==> src/rtl/osd_mam_wb_burst_if_if.sv <==
// ---------------------------------------------------------------------------
// osd_mam_wb_burst_if_if
// Wishbone B3 bus bundle used by the MAM burst back end.
//   master modport : cyc/stb/we/addr/dat_o/sel/cti/bte out, ack/err/dat_i in
//   slave  modport : the mirror image, for the interconnect or a bus model
// ---------------------------------------------------------------------------
interface osd_mam_wb_burst_if_if #(
    parameter int DATA_WIDTH = 32,
    parameter int ADDR_WIDTH = 32
);
    localparam int SW = DATA_WIDTH / 8;

    logic                  cyc_o;
    logic                  stb_o;
    logic                  we_o;
    logic [ADDR_WIDTH-1:0] addr_o;
    logic [DATA_WIDTH-1:0] dat_o;
    logic [SW-1:0]         sel_o;
    logic [2:0]            cti_o;
    logic [1:0]            bte_o;
    logic                  ack_i;
    logic                  err_i;
    logic [DATA_WIDTH-1:0] dat_i;

    modport master (
        output cyc_o, stb_o, we_o, addr_o, dat_o, sel_o, cti_o, bte_o,
        input  ack_i, err_i, dat_i
    );

    modport slave (
        input  cyc_o, stb_o, we_o, addr_o, dat_o, sel_o, cti_o, bte_o,
        output ack_i, err_i, dat_i
    );
endinterface

==> src/rtl/osd_mam_wb_burst_if.sv <==
// ---------------------------------------------------------------------------
// osd_mam_wb_burst_if
// MAM request -> Wishbone B3 classic / incrementing-burst master.
//   clk_i, rst_i              : clock, async active-high reset
//   req_*                     : request handshake (rw, start addr, burst, beats)
//   write_valid/ready/data/strb : write data stream (strb only for single writes)
//   read_valid/ready/data     : read data stream, fed from a small FIFO
//   err_o                     : sticky bus error, cleared on next accepted request
//   wb                        : Wishbone master port
// ---------------------------------------------------------------------------
module osd_mam_wb_burst_if #(
    parameter int  DATA_WIDTH    = 32,
    parameter int  ADDR_WIDTH    = 32,
    parameter int  RD_FIFO_DEPTH = 4,
    localparam int SW            = DATA_WIDTH / 8
) (
    input  logic                  clk_i,
    input  logic                  rst_i,

    input  logic                  req_valid,
    output logic                  req_ready,
    input  logic                  req_rw,
    input  logic [ADDR_WIDTH-1:0] req_addr,
    input  logic                  req_burst,
    input  logic [13:0]           req_beats,

    input  logic                  write_valid,
    output logic                  write_ready,
    input  logic [DATA_WIDTH-1:0] write_data,
    input  logic [SW-1:0]         write_strb,

    output logic                  read_valid,
    input  logic                  read_ready,
    output logic [DATA_WIDTH-1:0] read_data,

    output logic                  err_o,

    osd_mam_wb_burst_if_if.master wb
);
    localparam int PW = $clog2(RD_FIFO_DEPTH);

    typedef enum logic [1:0] {IDLE, WRITE, READ, READ_DRAIN} state_t;

    state_t                state_q;
    logic [ADDR_WIDTH-1:0] addr_q;
    logic                  we_q;
    logic [SW-1:0]         sel_q;
    logic                  burst_q;
    logic [13:0]           cnt_q;

    logic [DATA_WIDTH-1:0] fifo_mem [RD_FIFO_DEPTH];
    logic [PW-1:0]         wr_ptr_q;
    logic [PW-1:0]         rd_ptr_q;
    logic [PW:0]           fill_q;

    logic        beat;
    logic        last_beat;
    logic        push;
    logic        pop;
    logic        in_xfer;
    logic [13:0] n_beats;

    // A zero beat count or a non-burst request is always a single beat.
    assign n_beats   = (req_burst && req_beats != 14'd0) ? req_beats : 14'd1;

    assign in_xfer   = (state_q == WRITE) || (state_q == READ);
    assign last_beat = (cnt_q == 14'd1);
    assign beat      = wb.stb_o & (wb.ack_i | wb.err_i);
    assign push      = (state_q == READ) & beat;
    assign pop       = read_valid & read_ready;

    assign req_ready   = (state_q == IDLE);
    assign write_ready = (state_q == WRITE) & beat;
    assign read_valid  = (fill_q != '0);
    assign read_data   = fifo_mem[rd_ptr_q];

    assign wb.cyc_o  = in_xfer;
    assign wb.we_o   = we_q;
    assign wb.addr_o = addr_q;
    assign wb.sel_o  = sel_q;
    assign wb.dat_o  = write_data;
    assign wb.bte_o  = 2'b00;

    // Reads back off with cyc held when the FIFO cannot take another word,
    // so a slow consumer never loses data.
    always_comb begin
        wb.stb_o = 1'b0;
        case (state_q)
            WRITE:   wb.stb_o = write_valid;
            READ:    wb.stb_o = (fill_q != (PW+1)'(RD_FIFO_DEPTH));
            default: wb.stb_o = 1'b0;
        endcase
    end

    // Burst requests always signal end-of-burst on the final beat, even N=1.
    always_comb begin
        wb.cti_o = 3'b000;
        if (in_xfer && burst_q)
            wb.cti_o = last_beat ? 3'b111 : 3'b010;
    end

    always_ff @(posedge clk_i or posedge rst_i) begin
        if (rst_i) begin
            state_q <= IDLE;
            addr_q  <= '0;
            we_q    <= 1'b0;
            sel_q   <= '0;
            burst_q <= 1'b0;
            cnt_q   <= '0;
            err_o   <= 1'b0;
        end else begin
            case (state_q)
                IDLE: begin
                    if (req_valid) begin
                        addr_q  <= req_addr;
                        we_q    <= req_rw;
                        burst_q <= req_burst;
                        cnt_q   <= n_beats;
                        sel_q   <= (req_rw && !req_burst) ? write_strb : '1;
                        err_o   <= 1'b0;
                        state_q <= req_rw ? WRITE : READ;
                    end
                end
                WRITE, READ: begin
                    if (beat) begin
                        // Errors still count as a beat so the MAM sees the
                        // full word count.
                        if (wb.err_i)
                            err_o <= 1'b1;
                        addr_q <= addr_q + ADDR_WIDTH'(SW);
                        cnt_q  <= cnt_q - 14'd1;
                        if (last_beat)
                            state_q <= (state_q == WRITE) ? IDLE : READ_DRAIN;
                    end
                end
                READ_DRAIN: begin
                    if (fill_q == '0 || (fill_q == (PW+1)'(1) && pop))
                        state_q <= IDLE;
                end
                default: state_q <= IDLE;
            endcase
        end
    end

    // Read FIFO bookkeeping; pointers wrap naturally as depth is a power of two.
    always_ff @(posedge clk_i or posedge rst_i) begin
        if (rst_i) begin
            wr_ptr_q <= '0;
            rd_ptr_q <= '0;
            fill_q   <= '0;
        end else begin
            if (push)
                wr_ptr_q <= wr_ptr_q + PW'(1);
            if (pop)
                rd_ptr_q <= rd_ptr_q + PW'(1);
            case ({push, pop})
                2'b10:   fill_q <= fill_q + (PW+1)'(1);
                2'b01:   fill_q <= fill_q - (PW+1)'(1);
                default: fill_q <= fill_q;
            endcase
        end
    end

    always_ff @(posedge clk_i) begin
        if (push)
            fifo_mem[wr_ptr_q] <= wb.dat_i;
    end
endmodule

==> src/flat_wrapper.sv <==
// flat-port wrapper written by rule: the top's interface ports become plain ports
module osd_mam_wb_burst_if_flat 
#(
    parameter int  DATA_WIDTH    = 32,
    parameter int  ADDR_WIDTH    = 32,
    parameter int  RD_FIFO_DEPTH = 4,
    localparam int SW            = DATA_WIDTH / 8
)
  (clk_i, rst_i, req_valid, req_ready, req_rw, req_addr, req_burst, req_beats, write_valid, write_ready, write_data, write_strb, read_valid, read_ready, read_data, err_o, wb_cyc_o, wb_stb_o, wb_we_o, wb_addr_o, wb_dat_o, wb_sel_o, wb_cti_o, wb_bte_o, wb_ack_i, wb_err_i, wb_dat_i);
  osd_mam_wb_burst_if_if #(.DATA_WIDTH(DATA_WIDTH), .ADDR_WIDTH(ADDR_WIDTH)) wb_i ();
  input  logic clk_i;
  input  logic rst_i;
  input  logic req_valid;
  output logic req_ready;
  input  logic req_rw;
  input  logic [ADDR_WIDTH-1:0] req_addr;
  input  logic req_burst;
  input  logic [13:0] req_beats;
  input  logic write_valid;
  output logic write_ready;
  input  logic [DATA_WIDTH-1:0] write_data;
  input  logic [SW-1:0] write_strb;
  output logic read_valid;
  input  logic read_ready;
  output logic [DATA_WIDTH-1:0] read_data;
  output logic err_o;
  output wire logic [$bits(wb_i.cyc_o)-1:0] wb_cyc_o;
  output wire logic [$bits(wb_i.stb_o)-1:0] wb_stb_o;
  output wire logic [$bits(wb_i.we_o)-1:0] wb_we_o;
  output wire logic [$bits(wb_i.addr_o)-1:0] wb_addr_o;
  output wire logic [$bits(wb_i.dat_o)-1:0] wb_dat_o;
  output wire logic [$bits(wb_i.sel_o)-1:0] wb_sel_o;
  output wire logic [$bits(wb_i.cti_o)-1:0] wb_cti_o;
  output wire logic [$bits(wb_i.bte_o)-1:0] wb_bte_o;
  input wire logic [$bits(wb_i.ack_i)-1:0] wb_ack_i;
  input wire logic [$bits(wb_i.err_i)-1:0] wb_err_i;
  input wire logic [$bits(wb_i.dat_i)-1:0] wb_dat_i;
  assign wb_cyc_o = wb_i.cyc_o;
  assign wb_stb_o = wb_i.stb_o;
  assign wb_we_o = wb_i.we_o;
  assign wb_addr_o = wb_i.addr_o;
  assign wb_dat_o = wb_i.dat_o;
  assign wb_sel_o = wb_i.sel_o;
  assign wb_cti_o = wb_i.cti_o;
  assign wb_bte_o = wb_i.bte_o;
  assign wb_i.ack_i = wb_ack_i;
  assign wb_i.err_i = wb_err_i;
  assign wb_i.dat_i = wb_dat_i;
  osd_mam_wb_burst_if #(.DATA_WIDTH(DATA_WIDTH), .ADDR_WIDTH(ADDR_WIDTH), .RD_FIFO_DEPTH(RD_FIFO_DEPTH)) u_core (.clk_i(clk_i), .rst_i(rst_i), .req_valid(req_valid), .req_ready(req_ready), .req_rw(req_rw), .req_addr(req_addr), .req_burst(req_burst), .req_beats(req_beats), .write_valid(write_valid), .write_ready(write_ready), .write_data(write_data), .write_strb(write_strb), .read_valid(read_valid), .read_ready(read_ready), .read_data(read_data), .err_o(err_o), .wb(wb_i));
endmodule
==> config.mk <==
export PLATFORM = sky130hd
export DESIGN_NAME = osd_mam_wb_burst_if_flat
export DESIGN_NICKNAME = d
export VERILOG_FILES = /design/src/rtl/osd_mam_wb_burst_if_if.sv /design/src/rtl/osd_mam_wb_burst_if.sv /design/src/flat_wrapper.sv
export SDC_FILE = /design/constraint.sdc
export NUM_CORES = 1
export LEC_CHECK = 0
export CORE_MARGIN = 3
export CORE_UTILIZATION = 49
export DETAILED_ROUTE_END_ITERATION = 12
export HOLD_SLACK_MARGIN = 0.03
export PLACE_DENSITY = 0.85
export REMOVE_ABC_BUFFERS = 1
export SYNTH_ARGS = -nofsm -noshare
export SYNTH_HDL_FRONTEND = slang
export SYNTH_SLANG_ARGS = --single-unit
==> constraint.sdc <==
create_clock -name clk_i -period 3.53 [get_ports clk_i]
set_clock_uncertainty 0.2 [all_clocks]
set_input_delay 0.353 -clock clk_i [delete_from_list [all_inputs] [get_ports clk_i]]
set_output_delay 0.353 -clock clk_i [all_outputs]
set_load 0.005 [all_outputs]
==> results of run 1 <==
[layout make-up]
| cell class | instances | area, sq um | share of cell area, % |
|---|---|---|---|
| timing repair buffer | 182 | 1824 | 16.38 |
| inverter | 15 | 56.30 | 0.5056 |
| clock inverter | 15 | 170.2 | 1.528 |
| multi-input combinational | 384 | 2983 | 26.78 |
| sequential | 190 | 5396 | 48.46 |
| clock buffer | 17 | 425.4 | 3.820 |
| tap | 225 | 281.5 | 2.528 |
[path summary, 6_finish.rpt]
kind	startpoint	end	slack (ps)	depth (start not counted)
setup / recovery	u_core.state_q[1]	write_ready	90	7
max in group asynchronous	rst_i	u_core.rd_ptr_q[0]	2190	3
hold / removal	rst_i	u_core.err_o	170	2
min in group clk_i	req_addr[0]	u_core.wb.addr_o[0]	270	3
hold reg to reg	u_core.wb.we_o	u_core.wb.we_o	290	2
setup reg to reg	u_core.state_q[1]	u_core.fifo_mem[2][10]	470	7
[worst max-delay path: stages (launching register included)]
cell	delay, ps
dfrtp_1	440
inv_1	90
ha_1	290
buf_4	210
o21ai_0	190
a21oi_1	520
and2_1	230
clkdlybuf4s50_1	500
[where the power goes]
| group | switching [mW] | internal, mW |
|---|---|---|
| Sequential | 0.544 | 2.80 |
| Combinational | 1.92 | 2.07 |
| Clock | 0.889 | 1.01 |
[state kept, by name, summed over array words and instances (netlist names)]
name	count
u_core.burst_q	1
u_core.cnt_q	14
u_core.err_o	1
u_core.fifo_mem	128
u_core.fill_q	3
u_core.rd_ptr_q	2
u_core.state_q	2
u_core.wb.addr_o	32
u_core.wb.sel_o	4
u_core.wb.we_o	1
u_core.wr_ptr_q	2
[placed cells by master (no fill, tap or decap), drive strengths merged, types with 4 or more instances in the layout]
master,n
clkbuf,17
nor3,16
dfrtp,62
edfxtp,128
a221o,5
o21ai,34
and4,5
o22a,6
inv,22
buf,14
and2,8
nand3,18
mux2i,16
a22oi,12
a21oi,33
a211oi,5
nand4,17
clkdlybuf4s50,168
nor4,8
xnor2,5
and3,9
mux4,32
or3,5
clkinv,6
nand2,49
nor2,30
ha,17
nor3b,4
o22ai,9
mux2,4
[stage by stage]
step                      util, %  hold WS [ps]  std cells  TNS [ps]  power [mW]
after floorplan                 -         238.0        589    -976.3       5.490
after global placement      60.32         257.6        996         0       7.252
after detailed placement    60.32         265.6        996         0       7.367
after CTS                   63.72         178.6       1028         0       9.293
after global routing        63.72         215.1       1028         0       9.825
final                       63.72         172.9       1028         0       9.236
[logic make-up (layout without fill, tap and decap cells)]
family          after synthesis  in the layout
compound gates              127            127
buf+inv                      86            229
simple gates                179            179
mux                          52             52
other cells                   1              2
xor+xnor                      7              7
fa+ha+maj                    17             17
flops                       190            190
[routing by layer]
| layer | vias up | track usage, % | routed length (microns) |
|---|---|---|---|
| li1 | 2757 | - | - |
| met1 | 2940 | 29.33 | 8824 |
| met2 | 310 | 33.39 | 9865 |
| met3 | 31 | 7.340 | 2158 |
| met4 | 0 | 5.456 | 270 |
| met5 | - | 1.504 | 0 |
==> impl_metrics.csv, run 1 <==
group,metric,value,unit
clock_network,cts_setup_buffers,0,
power,peakVddDrop,0.0005297,V
power,powerDensity,829.3,nW/um^2
logic_synthesis,synth_flop_cell,"edfxtp_1",
layout,final_area,11140,sq um
sta,fin_ws,91.25,ps
logic_synthesis,syn_avg_cell_area,13.43,sq um
worst_setup_path,end_kind,"output pin",
logic_synthesis,yosys.area.top_type_share,43.43,%
worst_setup_path,worstSetupStartpointType,"flop",
global_routing,first_global_vias,6125,
placement,routabilityCongestion,0.9195,
layout,nFillCells,1282,
routing,drtIter0Drc,407,
placement,io_buffers,168,
worst_setup_path,critPathKind,"reg2out",
logic_synthesis,synth.largest_area_cell,"edfxtp_1",
clock_network,clockRootBuffer,"clkbuf_16",
sta,relSlewSlack,49.55,%
logic_synthesis,synth_xor_xnor_area_share,0.6927,%
layout,syn_to_final_growth,25.83,%
logic_synthesis,yosysMostFrequentCell,"edfxtp_1",
placement,dp_hpwl,14460,microns
logic_synthesis,async_flop_share,32.63,%
routing,wl_per_cell,20.54,microns
logic_synthesis,synth_mux_area_share,10.46,%
logic_synthesis,synth_compound_area_share,9.344,%
logic_synthesis,synth_cell_types,64,
sta,max_freq,290.8,MHz
sta,slew_viol_final,0,
clock_network,cts.sink_count,190,
logic_synthesis,synth.area.top_cells,"edfxtp_1, dfrtp_1, mux4_2",
logic_synthesis,syn_area,8851,sq um
floorplanning,start_util,50.64,%
routing,via_count,6038,
routing,drc,0,
logic_synthesis,synth_top_family_by_area,"simple AND/OR/NAND/NOR gates",
logic_synthesis,syn_inst,659,
sta,final.period_utilization,97.41,%
layout,diodes,0,
clock_network,cts_resized,0,
status,status,"finished clean",
clock_network,cts_buffer_depth,2,
logic_synthesis,synth_common_cells,"edfxtp_1, dfrtp_1, nand2_1",
sta,rsz0062_at_grt,"no",
layout,final_nets,930,
floorplanning,die_area,19710,sq um
floorplanning,die_height,140.4,microns
worst_setup_path,required,2980,ps
floorplanning,coreArea,17480,sq um
global_routing,grt_max_degree,50,
logic_synthesis,synth_enable_flop_cells,128,
power,p_leak,3.927,nW
routing,drtPass1Iterations,6,
min_path,worstHoldPathType,"in2async",
clock_network,clock_latency,430,ps
placement,place_ws,592.2,ps
logic_synthesis,synth-adder-area-share,2.403,%
clock_network,cts_tree,"yes",
routing,viasPerCell,5.874,
floorplanning,rows,48,
logic_synthesis,synth-seq-area-share,60.96,%
worst_setup_path,worstPathMaxFanout,18,
global_routing,antenna_found_initial,0,
clock_network,htree_levels,4,
global_routing,grt_usage,21.52,%
worst_setup_path,worstPathArrival,2890,ps
sta,hold_viol_final,0,
routing,drtAntennaViolNets,0,
layout,layout-drive-gt1-share,12.20,%
clock_network,hold_buffers,0,
run,drv_cap,0,
floorplanning,die_w,140.4,microns
floorplanning,pin_count,235,
logic_synthesis,ys_ff_latch,190,
logic_synthesis,yosysWarnings,0,
logic_synthesis,synth_simple_gate_area_share,10.57,%
clock_network,numCtsBuffers,17,
placement,placed_cell_area,10540,sq um
sta,tightest_slew,755.7,ps
sta,setup_viol,0,
global_routing,grt_first_pass_wirelength,33220,microns
clock_network,clk_pin_slew,80,ps
sta,final.min_clock_period,3439,ps
routing,wirelength,21120,microns
global_routing,grt_overflow_total,0,
Note: power is estimated with default switching activity, not from simulation.
==> inputs of run 2 (changes only) <==
==> constraint.sdc (replaced) <==
create_clock -name clk_i -period 3.53 [get_ports clk_i]
set_clock_uncertainty 0.2 [all_clocks]
set_input_delay 0.353 -clock clk_i [delete_from_list [all_inputs] [get_ports clk_i]]
set_output_delay 0.353 -clock clk_i [all_outputs]
set_load 0.1 [all_outputs]
==> impl_metrics.csv, run 2 (synthesis results as in run 1) <==
group,metric,value,unit
global_routing,first_global_vias,6012,
clock_network,cts_resized,0,
clock_network,htree_levels,4,
layout,syn_to_final_growth,25.08,%
sta,tightest_slew,1031,ps
sta,rsz0062_at_grt,"no",
worst_setup_path,crit_buf_inv,4,
clock_network,cts_tree,"yes",
routing,wirelength,21460,microns
clock_network,clk_pin_slew,80,ps
routing,wl_per_cell,20.88,microns
sta,final.period_utilization,91.56,%
routing,via_count,6079,
routing,drtAntennaViolNets,0,
clock_network,cts_buffer_depth,2,
sta,final.min_clock_period,3232,ps
layout,fin_util,63.34,%
floorplanning,die_w,140.4,microns
worst_setup_path,cpMostUsedCell,"inv_1",
worst_setup_path,worstPathArrival,2680,ps
sta,slew_viol_final,0,
clock_network,clockRootBuffer,"clkbuf_16",
floorplanning,start_util,50.64,%
sta,relSlewSlack,31.08,%
layout,final_area,11070,sq um
worst_setup_path,cp.depth,6,
floorplanning,die_height,140.4,microns
sta,max_freq,309.4,MHz
layout,layout_commonest_cell,"edfxtp_1",
clock_network,numCtsBuffers,17,
layout,stdcell_count,1028,
worst_setup_path,r2r_cells,7,
global_routing,grt_max_degree,63,
worst_setup_path,required,2980,ps
worst_setup_path,critPathKind,"reg2out",
worst_setup_path,critPathTopFamily,"buffers and inverters",
worst_setup_path,worst_path_largest_cell_delay,430,ps
routing,viasPerCell,5.913,
clock_network,cts.sink_count,190,
global_routing,grt_first_pass_wirelength,33930,microns
layout,nFillCells,1294,
sta,hold_viol_final,0,
routing,drtIter0Drc,543,
placement,routabilityCongestion,0.8861,
routing,drtPass1Iterations,6,
status,status,"finished clean",
floorplanning,coreArea,17480,sq um
placement,placed_cell_area,10500,sq um
sta,fin_setup_tns,0,ps
layout,largest_register_ffs,128,
global_routing,grt_usage,21.95,%
placement,dp.cells,996,
worst_setup_path,cp_slowest_cell,"buf_4",
layout,layout_common_cells,"edfxtp_1, clkdlybuf4s50_1, dfrtp_1, buf_4, nand2_1",
worst_setup_path,end_kind,"output pin",
layout,top_register,"u_core.fifo_mem",
global_routing,antenna_found_initial,0,
placement,io_buffers,168,
worst_setup_path,worstSetupStartpointType,"flop",
clock_network,clock_latency,430,ps
worst_setup_path,cp_cell_sequence,"inv_1, ha_1, buf_4, inv_1, a21oi_1, buf_12",
layout,final_nets,930,
routing,drc,0,
layout,layout-drive-gt1-share,17.56,%
clock_network,hold_buffers,0,
layout,multi_input_area,2983,sq um
sta,setup_viol,0,
clock_network,cts_setup_buffers,0,
floorplanning,pin_count,235,
layout,seq_area,5396,sq um
run,drv_cap,0,
floorplanning,die_area,19710,sq um
placement,dp_hpwl,14690,microns
floorplanning,rows,48,
global_routing,grt_overflow_total,0,
layout,diodes,0,
min_path,whs_path_depth,3,
min_path,worstHoldPathType,"in2reg",
worst_setup_path,worstPathMaxFanout,41,
==> run 2: area by class of cell <==
class                   instances  area share, %
multi-input cells             384          26.94
clock inverters                15          1.345
flip-flops and latches        190          48.75
well taps                     225          2.543
repair buffers                182          16.07
inverters                      15         0.5086
clock buffers                  17          3.843
==> run 2: metrics by stage <==
step / hold WS, ps / setup slack [ps]
finish: 248.4 / 297.8
floorplan: 238.0 / -1493
CTS: 234.2 / 299.6
detailed placement: 262.8 / 588.2
global placement: 259.4 / 720.9
global route: 243.0 / 113.9
==> run 2: worst reg2reg max path: cells and delay by family (launching register included) <==
kind | cells | cell delay [ps]
buf+inv | 3 | 880
simple gates | 1 | 550
compound gates | 2 | 460
flops | 1 | 400
fa+ha+maj | 1 | 390
==> run 2: metal layers <==
layer  vias up  wire length, microns  GRT usage, %
li1       2763                     -             -
met2       318                 10030         33.64
met4         0                   174         4.589
met3        15                  2002         7.306
met1      2983                  9256         30.85
met5         -                     0         1.504
==> run 2: final timing paths <==
kind,endpoint,startpoint,slack (ps)
worst max-delay path,wb_stb_o,u_core.state_q[0],300
worst min-delay path,u_core.wb.addr_o[0],req_addr[0],250
worst max register to register,u_core.wb.addr_o[20],u_core.state_q[0],540
worst min register to register,u_core.wb.we_o,u_core.wb.we_o,280
max in group asynchronous,u_core.rd_ptr_q[0],rst_i,2290
min in group asynchronous,u_core.err_o,rst_i,280
Power of run 2 is not shown: default switching activity piles up to over one toggle a cycle in this logic, so the estimate is an artifact.
